[src/rtl/debounce_pkg.sv]
// Shared definitions for the key debouncer: FSM state encoding and the
// default stability window for a 25 MHz clock.
package debounce_pkg;

  typedef enum logic [1:0] {
    IDLE    = 2'd0,
    FILT_DN = 2'd1,
    HELD    = 2'd2,
    FILT_UP = 2'd3
  } state_t;

  localparam int CNT_MAX_20MS = 500_000;

endpackage

[src/rtl/sync_2ff.sv]
// Single-bit two-flop synchroniser with a synchronous active-low reset
// that parks both flops at RESET_VAL.
module sync_2ff #(
  parameter logic RESET_VAL = 1'b1
) (
  input  logic clk,
  input  logic rst_n,
  input  logic d,
  output logic q
);

  logic [1:0] stage_reg;

  always_ff @(posedge clk) begin
    if (!rst_n) begin
      stage_reg <= {2{RESET_VAL}};
    end else begin
      stage_reg <= {stage_reg[0], d};
    end
  end

  assign q = stage_reg[1];

endmodule

[src/rtl/key_debounce.sv]
// Debounces an active-low key: synchroniser, stability counter and a
// four-state filter FSM driving a clean level, press/release pulses and a toggle.
module key_debounce
  import debounce_pkg::*;
#(
  parameter int CNT_MAX = CNT_MAX_20MS,
  parameter int CNT_W   = 20
) (
  input  logic ext_clk_25m,
  input  logic ext_rst_n,
  input  logic key_in,
  output logic key_level,
  output logic key_press,
  output logic key_release,
  output logic key_toggle
);

  localparam logic [CNT_W-1:0] CNT_LAST = CNT_W'(CNT_MAX - 1);

  logic             s_key;
  state_t           state_reg, state_next;
  logic [CNT_W-1:0] counter_reg, counter_next;
  logic             level_reg, level_next;
  logic             press_reg, press_next;
  logic             release_reg, release_next;
  logic             toggle_reg, toggle_next;
  logic             accept_dn, accept_up;

  sync_2ff #(
    .RESET_VAL(1'b1)
  ) u_sync (
    .clk  (ext_clk_25m),
    .rst_n(ext_rst_n),
    .d    (key_in),
    .q    (s_key)
  );

  // A flip of s_key on the terminal count takes priority, so acceptance
  // requires the filtered level to still hold on that very cycle.
  assign accept_dn = (state_reg == FILT_DN) && !s_key && (counter_reg == CNT_LAST);
  assign accept_up = (state_reg == FILT_UP) &&  s_key && (counter_reg == CNT_LAST);

  always_ff @(posedge ext_clk_25m) begin
    if (!ext_rst_n) begin
      state_reg   <= IDLE;
      counter_reg <= '0;
      level_reg   <= 1'b1;
      press_reg   <= 1'b0;
      release_reg <= 1'b0;
      toggle_reg  <= 1'b0;
    end else begin
      state_reg   <= state_next;
      counter_reg <= counter_next;
      level_reg   <= level_next;
      press_reg   <= press_next;
      release_reg <= release_next;
      toggle_reg  <= toggle_next;
    end
  end

  always_comb begin
    state_next   = state_reg;
    counter_next = counter_reg;
    case (state_reg)
      IDLE: begin
        if (!s_key) begin
          state_next   = FILT_DN;
          counter_next = '0;
        end
      end
      FILT_DN: begin
        if (s_key) begin
          state_next   = IDLE;
          counter_next = '0;
        end else if (counter_reg == CNT_LAST) begin
          state_next   = HELD;
          counter_next = '0;
        end else begin
          counter_next = counter_reg + CNT_W'(1);
        end
      end
      HELD: begin
        if (s_key) begin
          state_next   = FILT_UP;
          counter_next = '0;
        end
      end
      FILT_UP: begin
        if (!s_key) begin
          state_next   = HELD;
          counter_next = '0;
        end else if (counter_reg == CNT_LAST) begin
          state_next   = IDLE;
          counter_next = '0;
        end else begin
          counter_next = counter_reg + CNT_W'(1);
        end
      end
      default: begin
        state_next   = IDLE;
        counter_next = '0;
      end
    endcase
  end

  always_comb begin
    level_next   = level_reg;
    press_next   = accept_dn;
    release_next = accept_up;
    toggle_next  = toggle_reg ^ accept_dn;
    if (accept_dn) begin
      level_next = 1'b0;
    end else if (accept_up) begin
      level_next = 1'b1;
    end
  end

  assign key_level   = level_reg;
  assign key_press   = press_reg;
  assign key_release = release_reg;
  assign key_toggle  = toggle_reg;

endmodule
[config.mk]
export PLATFORM = sky130hd
export DESIGN_NAME = key_debounce
export DESIGN_NICKNAME = d
export VERILOG_FILES = /design/src/rtl/debounce_pkg.sv /design/src/rtl/sync_2ff.sv /design/src/rtl/key_debounce.sv
export SDC_FILE = /design/constraint.sdc
export NUM_CORES = 1
export LEC_CHECK = 0
export CAP_MARGIN = 10
export CORE_ASPECT_RATIO = 0.9
export CORE_UTILIZATION = 53
export DETAILED_ROUTE_END_ITERATION = 10
export HOLD_SLACK_MARGIN = 0.08
export PLACE_DENSITY_LB_ADDON = 0.3
export SETUP_SLACK_MARGIN = 0.4
export SYNTH_ARGS = -nofsm -noshare
export SYNTH_HDL_FRONTEND = slang
export SYNTH_SLANG_ARGS = --single-unit
[constraint.sdc]
create_clock -name ext_clk_25m -period 1.8 [get_ports ext_clk_25m]
set_input_delay 0.27 -clock ext_clk_25m [delete_from_list [all_inputs] [get_ports ext_clk_25m]]
set_output_delay 0.27 -clock ext_clk_25m [all_outputs]
set_load 0.1 [all_outputs]
==> impl_metrics.toml <==
[logic_synthesis]
synth_warnings = 0
synth-simple-area-share_pct = 33.0
synth_area_leader_cell = "dfxtp_1"
synth_cell_type_count = 42
synth_seq_area_share_pct = 38.9
yosysTopAreaCellShare_pct = 38.9
muxShareOfSynthArea_pct = 2.78
ys_seq_elements = 28
syn_area_per_cell_sq_um = 8.91
synth_top_family_by_area = "simple AND/OR/NAND/NOR gates"
synth_xor_area_share_pct = 2.95
postSynthCellCount = 162
syn_nets = 166
synth_area_sq_um = 1440
yosys.area_share.adder_pct = 0.867
synth.area.top_cells = "dfxtp_1 39%, nand3_1 5.2%, nand4_4 4.4%, nand2_1 3.9%, a31oi_1 3.0%"
synth-compound-area-share_pct = 18.0

[final_layout]
layout_common_cells = "33 x buf_4, 14 x nand3_1, 13 x nand2_1, 13 x dfxtp_4"
seqCellArea_sq_um = 617
fin_area_sq_um = 2030
layout_commonest_cell = "buf_4"
utilization_pct = 80.7
largest_register_ffs = 20
area_growth_syn_to_layout_pct = 40.4
antenna_cells = 0
drive_gt1_share_pct = 46.5
nets = 205
multiInputGateArea_sq_um = 963
fill_cells = 154

[floorplanning]
fp.dieW_um = 57.0
fp.dieH_um = 51.5
row_count = 17
start_util_pct = 57.5
core_area_sq_um = 2510
die_area_sq_um = 2930
num_io_pins = 7

[route]
via_per_inst = 6.38
via_count = 1454
ant_nets = 0
dr.pass1.iters = 4
drt-total-wl_um = 4050
drc = 0
drtIter0Drc = 80
wl_per_cell_um = 17.8

[setup_path]
path_class = "flip-flop to flip-flop"
max_stage_delay_ns = 0.38
cp-start-kind = "flip-flop"
path_cells = "nor4_4, and4_4, a21oi_2, buf_12, a21o_1, a21o_1"
cp_num_buf_inv = 1
cp_max_fo = 17
crit_family = "simple AND/OR/NAND/NOR gates"
crit_path_top_delay_cell = "dfxtp_2"
worstPathRequired_ns = 2.05
cp-end-kind = "flip-flop"
arrival_ns = 1.95
path_common_cell = "a21o_1"

[clocking]
cts.sinks = 28
cts_hold_buf = 0
clk_path_buf_depth = 2
root_buffer = "clkbuf_4"
cts_tree = "built"
clkTransAtPathRegs_ns = 0.14
htreeDepth = 1
cts_made_buffers = 3
clock_latency_ns = 0.35

[timing]
slew_headroom_pct = 74.3
fmaxAchievable_mhz = 587
fin_hold_ws_ns = 0.435
setup_violations = 0
tightest_slew_ns = 0.383
fin_crit_sh_pct = 94.7
hold_viol = 0
period_minus_slack_ns = 1.71
fin_setup_tns_ns = 0
grt_setup_unrepaired = "true"
skew_ns = 0.0209
drv_slew = 0

[global_route]
grt_pass1_vias = 1389
grt_pass1_wl_um = 6340
antenna_found_initial = 0
grt_usage_pct = 28.5
grt_start_max_net_pins = 18
overflow = 0

[place]
gp_congestion = 0.883
place_area_sq_um = 1670
hpwl_um = 2330
io_buffers = 6

[worst_hold_path]
hold_class = "flip-flop to flip-flop"

[run]
maxCapViolCount = 0

[power]
ir_drop_v = 0.000492
p_total_mw = 1.08
p_leak_nw = 0.805
power.density_nw_per_um2 = 533

[outcome]
outcome = "finished clean"
-- cells in the mapped netlist --
library cell / number
inv_1: 6
nand3_1: 15
a211oi_1: 1
nor4b_2: 1
o21a_1: 2
nor2_1: 11
nand2_1: 15
o21bai_1: 1
o21ai_1: 1
nor3_2: 1
o221ai_1: 1
o211ai_1: 1
xnor2_2: 1
or2_1: 1
a41oi_1: 3
mux2i_1: 4
nor4_4: 2
and4_1: 2
and3_2: 1
xor2_1: 2
ha_1: 1
nand4_4: 3
xnor2_1: 1
o31ai_1: 5
a21oi_2: 1
a21oi_1: 8
nand4_1: 2
or4_1: 3
and4_4: 1
a21o_1: 4
clkbuf_1: 2
nand2b_1: 4
nor4_1: 2
and2_1: 3
a31oi_1: 7
o21ai_0: 3
or2_2: 1
a22oi_1: 1
dfxtp_1: 28
nor3_1: 4
buf_2: 4
and3_1: 2
-- layout make-up --
cell class,instances,share of cell area [%]
Clock buffer,3,1.11
Clock inverter,1,1.48
Inverter,6,1.24
Multi-Input combinational cell,122,47.6
Sequential cell,28,30.5
Tap cell,28,1.73
Timing Repair Buffer,40,16.4
-- power breakdown --
group	switching (mW)	leakage [nW]	internal, mW
clock	0.195	0.0279	0.226
combinational	0.0280	0.538	0.0239
sequential	0.00358	0.239	0.603
total	0.227	0.805	0.853
-- stage by stage --
| stage | setup WS (ns) | cells |
|---|---|---|
| global route | 0.0233 | 228 |
| floorplan | 0.258 | 162 |
| detailed placement | 0.0501 | 204 |
| finish | 0.0950 | 228 |
| CTS | 0.165 | 223 |
| global placement | 0.0845 | 204 |
-- worst reg2reg max path, cell delays in order (launching register included) --
cell     delay (ns)
dfxtp_2        0.38
nor4_4         0.33
and4_4         0.32
a21oi_2        0.09
buf_12         0.17
a21o_1         0.16
a21o_1         0.16
-- logic make-up (layout without fill, tap and decap cells) --
family | count (synthesis) | in the layout
compound gates | 39 | 39
flops | 28 | 28
xor+xnor | 4 | 4
simple gates | 74 | 74
mux | 4 | 4
buf+inv | 12 | 50
fa+ha+maj | 1 | 1
-- routing by layer --
metal  wire [um]  share of wire [%]  up-vias  GRT usage, %
li1            -                  -      685             -
met1        1760                 44      699          34.7
met2        1950                 48       55          48.8
met3         227                5.6       15          5.97
met4         103                2.5        0          12.6
met5           0                  0        -             0
-- timing repair --
item                       4_1_cts  5_1_grt
resized for setup               32       14
buffers inserted                15        5
pin swaps                       16        8
setup endpoints to repair       23       25
-- worst paths after layout --
path | from | endpoint | slack [ns] | cells after the start
worst max register to register | counter_reg[14]$_SDFFE_PN0P_ | counter_reg[10]$_SDFFE_PN0P_ | 0.09 | 6
worst min register to register | u_sync.stage_reg[0]$_SDFF_PN1_ | u_sync.stage_reg[1]$_SDFF_PN1_ | 0.43 | 1
worst min-delay path | u_sync.stage_reg[0]$_SDFF_PN1_ | u_sync.stage_reg[1]$_SDFF_PN1_ | 0.43 | 1
worst max-delay path | counter_reg[14]$_SDFFE_PN0P_ | counter_reg[10]$_SDFFE_PN0P_ | 0.09 | 6
No activity file was read; power rests on OpenSTA's default activity.
